`src/rtl/cpu_pkg.sv`:
```
// Shared decode constants, ALU operation codes and data-memory sizing helper
// for the cpu_exec_core execute/memory slice.
package cpu_pkg;

  localparam logic [5:0] OP_RTYPE = 6'b000000;
  localparam logic [5:0] OP_J     = 6'b000010;
  localparam logic [5:0] OP_BEQ   = 6'b000100;
  localparam logic [5:0] OP_BNE   = 6'b000101;
  localparam logic [5:0] OP_ADDI  = 6'b001000;
  localparam logic [5:0] OP_SLTI  = 6'b001010;
  localparam logic [5:0] OP_ANDI  = 6'b001100;
  localparam logic [5:0] OP_ORI   = 6'b001101;
  localparam logic [5:0] OP_XORI  = 6'b001110;
  localparam logic [5:0] OP_LUI   = 6'b001111;
  localparam logic [5:0] OP_LW    = 6'b100011;
  localparam logic [5:0] OP_SW    = 6'b101011;

  localparam logic [5:0] F_SLL = 6'b000000;
  localparam logic [5:0] F_SRL = 6'b000010;
  localparam logic [5:0] F_SRA = 6'b000011;
  localparam logic [5:0] F_ADD = 6'b100000;
  localparam logic [5:0] F_SUB = 6'b100010;
  localparam logic [5:0] F_AND = 6'b100100;
  localparam logic [5:0] F_OR  = 6'b100101;
  localparam logic [5:0] F_XOR = 6'b100110;
  localparam logic [5:0] F_SLT = 6'b101010;

  typedef enum logic [3:0] {
    ALU_ADD = 4'b0000,
    ALU_SUB = 4'b0001,
    ALU_AND = 4'b0010,
    ALU_OR  = 4'b0011,
    ALU_XOR = 4'b0100,
    ALU_SLT = 4'b0101,
    ALU_SLL = 4'b0110,
    ALU_SRL = 4'b0111,
    ALU_SRA = 4'b1000,
    ALU_LUI = 4'b1001
  } aluc_e;

  // Word-index width for a power-of-two memory depth (at least one bit).
  function automatic int dmem_idx_w(input int depth);
    return (depth <= 2) ? 1 : $clog2(depth);
  endfunction

endpackage

```
`src/rtl/cpu_alu.sv`:
```
// 32-bit ALU for cpu_exec_core; signed overflow output present only when
// CPU_ALU_OVF_EN is defined.
module cpu_alu
  import cpu_pkg::*;
(
  input  logic [31:0] i_a,
  input  logic [31:0] i_b,
  input  logic [3:0]  i_aluc,
`ifdef CPU_ALU_OVF_EN
  output logic        o_ovf,
`endif
  output logic [31:0] o_result,
  output logic        o_zero
);

  logic signed [31:0] w_a_s;
  logic signed [31:0] w_b_s;
  logic        [31:0] w_sum;
  logic        [31:0] w_diff;

  assign w_a_s  = i_a;
  assign w_b_s  = i_b;
  assign w_sum  = i_a + i_b;
  assign w_diff = i_a - i_b;

  always_comb begin
    o_result = 32'd0;
    case (i_aluc)
      ALU_ADD: o_result = w_sum;
      ALU_SUB: o_result = w_diff;
      ALU_AND: o_result = i_a & i_b;
      ALU_OR:  o_result = i_a | i_b;
      ALU_XOR: o_result = i_a ^ i_b;
      ALU_SLT: o_result = (w_a_s < w_b_s) ? 32'd1 : 32'd0;
      ALU_SLL: o_result = i_b << i_a[4:0];
      ALU_SRL: o_result = i_b >> i_a[4:0];
      ALU_SRA: o_result = w_b_s >>> i_a[4:0];
      ALU_LUI: o_result = i_b << 16;
      default: o_result = 32'd0;
    endcase
  end

  assign o_zero = (o_result == 32'd0);

`ifdef CPU_ALU_OVF_EN
  function automatic logic add_ovf(input logic [31:0] a, b, s);
    return (a[31] == b[31]) && (s[31] != a[31]);
  endfunction

  function automatic logic sub_ovf(input logic [31:0] a, b, d);
    return (a[31] != b[31]) && (d[31] != a[31]);
  endfunction

  always_comb begin
    o_ovf = 1'b0;
    if (i_aluc == ALU_ADD)      o_ovf = add_ovf(i_a, i_b, w_sum);
    else if (i_aluc == ALU_SUB) o_ovf = sub_ovf(i_a, i_b, w_diff);
  end
`endif

endmodule

```
`src/rtl/cpu_exec_core.sv`:
```
// Execute/memory slice of the single-cycle MIPS-subset CPU: decode, operand
// select, ALU and data memory. Optional macro: CPU_ALU_OVF_EN (adds ovf).
module cpu_exec_core
  import cpu_pkg::*;
#(
  parameter int DMEM_DEPTH = 32
) (
  input  logic        clk,
  input  logic        rst,
  input  logic [31:0] inst,
  input  logic [31:0] q1,
  input  logic [31:0] q2,
  output logic        jump,
  output logic        branch,
  output logic        wreg,
  output logic [4:0]  wdest,
  output logic [31:0] wdata,
  output logic [31:0] alu_result,
  output logic        zero,
  output logic        wmem,
`ifdef CPU_ALU_OVF_EN
  output logic        ovf,
`endif
  output logic [3:0]  aluc
);

  localparam int IDX_W = dmem_idx_w(DMEM_DEPTH);

  logic [5:0]  w_op;
  logic [5:0]  w_func;
  logic [15:0] w_imm;
  logic        w_wreg, w_regrt, w_shift, w_aluimm, w_sext, w_m2reg;
  logic        w_wmem, w_jump, w_beq, w_bne, w_ovf_chk;
  aluc_e       w_aluc;
  logic [31:0] w_a, w_b, w_ext;
  logic [IDX_W-1:0] w_idx;
  logic [31:0] r_mem [DMEM_DEPTH];

  assign w_op   = inst[31:26];
  assign w_func = inst[5:0];
  assign w_imm  = inst[15:0];

  // Unrecognised op/func leave every enable low: a safe NOP.
  always_comb begin
    w_wreg    = 1'b0;
    w_regrt   = 1'b0;
    w_shift   = 1'b0;
    w_aluimm  = 1'b0;
    w_sext    = 1'b0;
    w_m2reg   = 1'b0;
    w_wmem    = 1'b0;
    w_jump    = 1'b0;
    w_beq     = 1'b0;
    w_bne     = 1'b0;
    w_ovf_chk = 1'b0;
    w_aluc    = ALU_ADD;
    case (w_op)
      OP_RTYPE: begin
        case (w_func)
          F_ADD: begin w_wreg = 1'b1; w_aluc = ALU_ADD; w_ovf_chk = 1'b1; end
          F_SUB: begin w_wreg = 1'b1; w_aluc = ALU_SUB; w_ovf_chk = 1'b1; end
          F_AND: begin w_wreg = 1'b1; w_aluc = ALU_AND; end
          F_OR:  begin w_wreg = 1'b1; w_aluc = ALU_OR;  end
          F_XOR: begin w_wreg = 1'b1; w_aluc = ALU_XOR; end
          F_SLT: begin w_wreg = 1'b1; w_aluc = ALU_SLT; end
          F_SLL: begin w_wreg = 1'b1; w_shift = 1'b1; w_aluc = ALU_SLL; end
          F_SRL: begin w_wreg = 1'b1; w_shift = 1'b1; w_aluc = ALU_SRL; end
          F_SRA: begin w_wreg = 1'b1; w_shift = 1'b1; w_aluc = ALU_SRA; end
          default: ;
        endcase
      end
      OP_ADDI: begin
        w_wreg = 1'b1; w_regrt = 1'b1; w_aluimm = 1'b1; w_sext = 1'b1;
        w_aluc = ALU_ADD; w_ovf_chk = 1'b1;
      end
      OP_SLTI: begin
        w_wreg = 1'b1; w_regrt = 1'b1; w_aluimm = 1'b1; w_sext = 1'b1;
        w_aluc = ALU_SLT;
      end
      OP_ANDI: begin w_wreg = 1'b1; w_regrt = 1'b1; w_aluimm = 1'b1; w_aluc = ALU_AND; end
      OP_ORI:  begin w_wreg = 1'b1; w_regrt = 1'b1; w_aluimm = 1'b1; w_aluc = ALU_OR;  end
      OP_XORI: begin w_wreg = 1'b1; w_regrt = 1'b1; w_aluimm = 1'b1; w_aluc = ALU_XOR; end
      OP_LUI:  begin w_wreg = 1'b1; w_regrt = 1'b1; w_aluimm = 1'b1; w_aluc = ALU_LUI; end
      OP_LW: begin
        w_wreg = 1'b1; w_regrt = 1'b1; w_aluimm = 1'b1; w_sext = 1'b1;
        w_m2reg = 1'b1; w_aluc = ALU_ADD;
      end
      OP_SW:  begin w_wmem = 1'b1; w_aluimm = 1'b1; w_sext = 1'b1; w_aluc = ALU_ADD; end
      OP_BEQ: begin w_beq = 1'b1; w_aluc = ALU_SUB; end
      OP_BNE: begin w_bne = 1'b1; w_aluc = ALU_SUB; end
      OP_J:   w_jump = 1'b1;
      default: ;
    endcase
  end

  assign w_ext = w_sext ? {{16{w_imm[15]}}, w_imm} : {16'd0, w_imm};
  assign w_a   = w_shift  ? {27'd0, inst[10:6]} : q1;
  assign w_b   = w_aluimm ? w_ext : q2;

`ifdef CPU_ALU_OVF_EN
  logic w_alu_ovf;

  cpu_alu u_alu (
    .i_a      (w_a),
    .i_b      (w_b),
    .i_aluc   (w_aluc),
    .o_ovf    (w_alu_ovf),
    .o_result (alu_result),
    .o_zero   (zero)
  );

  // Overflowing add/sub/addi must leave the destination untouched.
  assign ovf  = w_ovf_chk & w_alu_ovf;
  assign wreg = w_wreg & ~ovf;
  logic w_unused;
  assign w_unused = ^inst[25:21];
`else
  cpu_alu u_alu (
    .i_a      (w_a),
    .i_b      (w_b),
    .i_aluc   (w_aluc),
    .o_result (alu_result),
    .o_zero   (zero)
  );

  assign wreg = w_wreg;
  logic w_unused;
  assign w_unused = ^{inst[25:21], w_ovf_chk};
`endif

  assign aluc   = w_aluc;
  assign jump   = w_jump;
  assign wmem   = w_wmem;
  assign branch = (w_beq & zero) | (w_bne & ~zero);
  assign wdest  = w_regrt ? inst[20:16] : inst[15:11];

  // Byte address; low two bits and bits above the depth are dropped (wrap).
  assign w_idx = alu_result[IDX_W+1:2];
  assign wdata = w_m2reg ? r_mem[w_idx] : alu_result;

  always_ff @(posedge clk or posedge rst) begin
    if (rst) begin
      for (int i = 0; i < DMEM_DEPTH; i++) r_mem[i] <= 32'd0;
    end else if (w_wmem) begin
      r_mem[w_idx] <= q2;
    end
  end

endmodule

```
`config.mk`:
```
export PLATFORM = sky130hd
export DESIGN_NAME = cpu_exec_core
export DESIGN_NICKNAME = d
export VERILOG_FILES = /design/src/rtl/cpu_pkg.sv /design/src/rtl/cpu_alu.sv /design/src/rtl/cpu_exec_core.sv
export SDC_FILE = /design/constraint.sdc
export NUM_CORES = 2
export LEC_CHECK = 0
export ABC_AREA = 1
export BUFFER_PORTS_ARGS = -buffer_cell sky130_fd_sc_hd__buf_2
export CORE_ASPECT_RATIO = 0.75
export CORE_MARGIN = 5
export CORE_UTILIZATION = 45
export CTS_CLUSTER_SIZE = 28
export DETAILED_ROUTE_END_ITERATION = 7
export GPL_TIMING_DRIVEN = 0
export PLACE_DENSITY = 0.71
export RECOVER_POWER = 50
export SLEW_MARGIN = 20
export SYNTH_ARGS = -nofsm -noshare
export SYNTH_HDL_FRONTEND = slang
export SYNTH_HIERARCHICAL = 1
export SYNTH_SLANG_ARGS = --single-unit
```
`constraint.sdc`:
```
create_clock -name clk -period 95.5 [get_ports clk]
set_clock_uncertainty 0.2 [all_clocks]
set_input_delay 14.325 -clock clk [delete_from_list [all_inputs] [get_ports clk]]
set_output_delay 14.325 -clock clk [all_outputs]
set_load 0.01 [all_outputs]
```
After elaboration in Yosys (flattened, before gate mapping). Index checks and enable logic that the tools add are counted.

$add $sub $neg: 2. Multiply operators: 0. Div/mod/pow operators: 0. Order comparisons: 3. Eq/ne operators: 28. Shift-type cells: 3. Muxes and demuxes: 27. Bitwise operators: 8. Reductions and logical operators: 11.

Operator list (number): $bwmux W1024 (1); $pmux W32 S10 (1); $mux W32 (7); $bmux W32 S5 (1); $demux W32 S5 (1); $eq A6 B6 Y1 const B (8); $eq A6 B4 Y1 const B (6); $add A32 B32 Y32 (1); $and A32 B32 Y32 (1); $logic_not A32 Y1 (1); $lt A32 B32 Y1 (1); $or A32 B32 Y32 (1); $pmux W4 S8 (1); $shl A32 B5 Y32 (1); $shr A32 B5 Y32 (1); $sshr A32 B5 Y32 (1); $sub A32 B32 Y32 (1); $xor A32 B32 Y32 (1); $pmux W4 S7 (1); $eq A6 B2 Y1 const B (3); $eq A4 B3 Y1 const B (4); $eq A6 B3 Y1 const B (2); $logic_not A6 Y1 (2); $mux W1 (12); other kinds (19) (22).

Flip-flop bits (word level): 1024. Latch bits: 0. Bits in writable memories: 0. Memory bits (read-only): 0. Input bits: 98. Logic and storage cells: 114. Memories kept: 0.

Logic depth before layout (Yosys ltp).
Depth in word-level cells: 14. Gate-level depth with buffers: 36. Depth with buffers taken out: 31.

Hierarchy. Netlist, hierarchy kept.

By module, submodules not included: cpu_exec_core (instances 1, cells an instance 6630, area an instance 48821.8 um2); cpu_alu (instances 1, cells an instance 2249, area an instance 10814.1 um2).

Worst setup path after synthesis. Ideal clock, no wire load.

Kind: input to output. Start: input inst[30]. End: output wdata[0]. Arrival time: 18.714 ns. Required time: 80.975 ns. Path slack: 62.261 ns. Stages: 32. Buffers on the path: 8. Path through: nor2_1 nand3_1 inv_1 nand2_1 inv_1 buf_2 nand2_1 nand2_1 buf_4 inv_2 buf_4 buf_2 ha_1 buf_4 inv_2 nand2_1 and2_1 or2_2 nand3_1 nand4_1 nor2_1 nand2_1 buf_2 inv_2 clkbuf_1 clkbuf_1 nand2_1 nand3_1 nand2_1 nand2_1 nor2_1 a21oi_1.

Elaborated cells between the ends (all ways): 48.

RTL lines: start: declaration (RTL line cpu_exec_core.sv:10) `input logic [31:0] inst,`; $logic_not A6 Y1 (*) (RTL line cpu_exec_core.sv:57) `case (w_op)`; $mux W1 (*) (RTL line cpu_exec_core.sv:57); $mux W32 (*) (RTL line cpu_exec_core.sv:97) `assign w_a = w_shift ? {27'd0, inst[10:6]} : q1;`; named net w_a[2] (RTL line cpu_exec_core.sv:35) `logic [31:0] w_a, w_b, w_ext;`; $sub A32 B32 Y32, or another cell as far along (RTL line cpu_alu.sv:24) `assign w_diff = i_a - i_b;`; $pmux W32 S10 (*) (RTL line cpu_alu.sv:28) `case (i_aluc)`; named net alu_result[3] (RTL line cpu_exec_core.sv:18) `output logic [31:0] alu_result,`; $not A5 Y6 (not written as such) (*) (RTL line cpu_exec_core.sv:139) `assign wdata = w_m2reg ? r_mem[w_idx] : alu_result;`; $bmux W32 S5 (*) (RTL line cpu_exec_core.sv:139); $mux W32 (not written as such) (*) (2 in a row) (RTL line cpu_exec_core.sv:139); $mux W32 (*) (RTL line cpu_exec_core.sv:139); end: declaration (RTL line cpu_exec_core.sv:17) `output logic [31:0] wdata,`.

The timed path passes the listed nets; every way through them passes the cells marked *. The select of a mux whose other input is x is not followed.

Worst setup path in the final report.
Start: input inst[2]. End: output wdata[8].

Cells in the longest elaborated chain, start to end: 12. Elaborated cells between the ends (all ways): 40.

Ends and longest elaborated chain: $eq A6 B2 Y1 or $logic_not A6 Y1 (tied branches) (RTL line cpu_exec_core.sv:59) `case (w_func)`; $reduce_or A3 Y1 (no line) (*); $mux W1 (*) (RTL line cpu_exec_core.sv:59); $mux W1 (*) (RTL line cpu_exec_core.sv:57); $mux W32 (*) (RTL line cpu_exec_core.sv:97); named net w_a[4] (RTL line cpu_exec_core.sv:35); $sub A32 B32 Y32, or another cell as far along (RTL line cpu_alu.sv:24); $pmux W32 S10 (*) (RTL line cpu_alu.sv:28); $not A5 Y6 (not written as such) (RTL line cpu_exec_core.sv:139); $bmux W32 S5 (RTL line cpu_exec_core.sv:139); $mux W32 (not written as such) (2 in a row) (RTL line cpu_exec_core.sv:139); $mux W32 (*) (RTL line cpu_exec_core.sv:139).

Marks and branches as above.

==> out/metrics.yaml <==
drtIter0Drc: 11468
yosysSeqAreaShare_pct: 43.0
h-tree-depth: 3
leakage_nw: 34.5
grt_pass1_vias: 58508
yosys-top-cells-area: "dfrtp_1 (43%), nand2_1 (28%), o21ai_0 (7.8%)"
synthMuxAreaShare_pct: 0.0168
synth.distinct_cells: 47
slowest_delay_ns: 0.70
worst_path_max_delay_cell: "nand3_1"
clkLatencyLatePin_ns: 0.70
clk_pin_slew_ns: 0.07
ys_ff_latch: 1024
synth-adder-area-share_pct: 2.08
cts_root_buffer: "clkbuf_16"
wl_per_cell_um: 28.0
grt_overflow: 0
tightest_slew_ns: 5.77
criticalPathCategory: "primary input to primary output"
critPathTopFamily: "simple AND/OR/NAND/NOR gates"
synth_xor_area_share_pct: 0.0294
fp.dieArea_sq_mm: 0.140
largest_reg_flops: 1024
synth_top_area_share_pct: 43.0
nets: 9365
numCtsBuffers: 90
drv_slew: 1055
status: "finished with violations"
cp-end-kind: "primary output"
cts.sinks: 1024
dr_wl_met2_um: 113000
drcViolationCount: 4
synth_nets: 9075
cp.required_ns: 80.97
top_layer_used: "met5"
core_sq_mm: 0.131
fill_cells: 13399
fin_crit_ns: 38.66
grt.total_usage_pct: 42.6
yosysTopAreaCell: "dfrtp_1"
antenna_found_initial: 14
synth_top_family_by_area: "simple AND/OR/NAND/NOR gates"
rows: 115
dp_hpwl_um: 239000
synth_compound_area_share_pct: 10.8
synthFlopType: "dfrtp_1"
cpMostUsedCell: "nand2_1"
route.met3.wl_um: 50000
grt_setup_unrepaired: "false"
drive_above_1_share_pct: 7.09
avgSynthCellArea_sq_um: 6.72
setup_viol: 0
place_ws_ns: 58.34
synth_commonest_cells: "nand2_1 (4419), dfrtp_1 (1024), o21ai_0 (934)"
syn_to_final_growth_pct: 10.3
start_kind: "primary input"
fmax_mhz: 25.9
synthSimpleGateAreaFrac_pct: 36.6
synthArstFlopShare_pct: 100
violations: "DRC, capacitance limit, slew limit"
maxCapViolCount: 12
io_buffers: 170
start_util_pct: 45.4
yosysMostFrequentCell: "nand2_1"
via_per_inst: 5.93
cts_tree: "built"
cellPowerDensity_mw_per_mm2: 17.7
ir_drop_uv: 17.6
hold_viol_final: 0
yosysWarnings: 6
grt_pass1_wl_um: 434000
drt_pass1_iterations: 8
die_w_um: 430
reg_top3: "r_mem: 1024 flops"
via_count: 65254
finalWirelength_um: 309000
clockBufferDepth: 3
io_pins: 176
cp.arrival_ns: 24.13
fin_ws_ns: 56.84
grt_max_degree: 111
fin_crit_sh_pct: 40.5
regMostFlops: "r_mem"
cts_setup_buffers: 0
min_path_type: "flop to flop"
wl_met1_um: 133000
synthesis.area_sq_mm: 0.0596
worst-path-buf-inv: 11
fin_tns_setup_ns: 0
die_height_um: 325
path_max_fanout: 10
ctsHoldBuffers: 0
netlist_instances: 8879
ant_nets: 0
gp_congestion: 1.10
synth-edff-count: 0
ctsResizeCount: 0
relSlewSlack_pct: -285
==> worst register-to-register path: stages, from the launching register on <==
cell and delay [ns]:
dfrtp_1 0.44, nand2_1 0.09, o21ai_0 0.18
==> cell type report <==
class                   instances  area [sq um]  area share, %
well taps                    1755          2200           3.34
inverters                     482          1810           2.76
plain buffers                 590          2620           3.99
diodes                         13          32.5         0.0495
clock buffers                 139          2740           4.17
flip-flops and latches       1024         25600           39.0
clock inverters                26           219          0.333
repair buffers                198          1040           1.58
multi-input cells            6783         29500           44.8
==> placed cells by master (no fill, tap or decap), types with 4 or more instances in the layout <==
cell type	instances
o21bai_1	9
nand3_1	517
or2_2	31
nor3_1	25
nand2_2	25
o211ai_1	9
o21ai_0	921
o22ai_1	23
nand4_1	36
a22oi_1	4
nand3_2	36
dfrtp_1	1024
a31oi_1	4
and2_1	8
o221ai_1	5
buf_1	25
ha_1	96
nand3b_1	7
clkbuf_2	14
clkinv_2	20
inv_1	458
nor2_2	17
o21ai_2	15
buf_4	38
inv_2	20
diode_2	13
clkbuf_16	93
buf_2	269
nand2_4	10
clkbuf_8	24
a21oi_1	72
clkbuf_1	438
nor2_1	294
buf_6	24
nand2_1	4419
o21ai_1	177
==> per-layer routing <==
layer | global-route usage, % | vias to the layer above
met5 | 1.02 | -
met4 | 14.6 | 6
met3 | 18.2 | 588
met2 | 53.3 | 4746
met1 | 64.2 | 31487
li1 | - | 28427
==> per-stage QoR <==
| stage | power (mW) | util (%) | hold slack (ns) | instances | area [sq um] |
|---|---|---|---|---|---|
| floorplan | 0.622 | - | 0.253 | 8879 | 59600 |
| global placement | 0.766 | 47.7 | 0.265 | 10804 | 62700 |
| detailed placement | 0.768 | 48.1 | 0.269 | 10831 | 63100 |
| CTS | 1.14 | 50.3 | 0.286 | 10996 | 66100 |
| global route | 1.19 | 50.0 | 0.298 | 10998 | 65700 |
| finish | 1.16 | 50.1 | 0.284 | 11010 | 65800 |
==> power breakdown <==
| group | switching (mW) | internal, mW |
|---|---|---|
| logic | 0.257 | 0.0605 |
| registers | 0.00993 | 0.451 |
| clock network | 0.177 | 0.206 |
| total | 0.444 | 0.717 |
==> final timing paths <==
path / from / endpoint / slack, ns / cells past startpoint
min: r_mem[30] / r_mem[30] / 0.28 / 2
max reg2reg: r_mem[628] / r_mem[628] / 94.39 / 2
min reg2reg: r_mem[30] / r_mem[30] / 0.28 / 2
min in group asynchronous: rst / r_mem[357] / 14.71 / 2
max: inst[2] / wdata[8] / 56.84 / 31
max in group asynchronous: rst / r_mem[858] / 63.59 / 6
==> kinds of logic (layout without fill, tap and decap cells) <==
| kind of cell | count (synthesis) | after routing |
|---|---|---|
| simple gates | 5437 | 5437 |
| compound gates | 1245 | 1245 |
| flops | 1024 | 1024 |
| fa+ha+maj | 98 | 98 |
| xor+xnor | 2 | 2 |
| mux | 1 | 1 |
| buf+inv | 1072 | 1435 |
| other cells | 0 | 13 |
No activity file was read; power rests on OpenSTA's default activity.
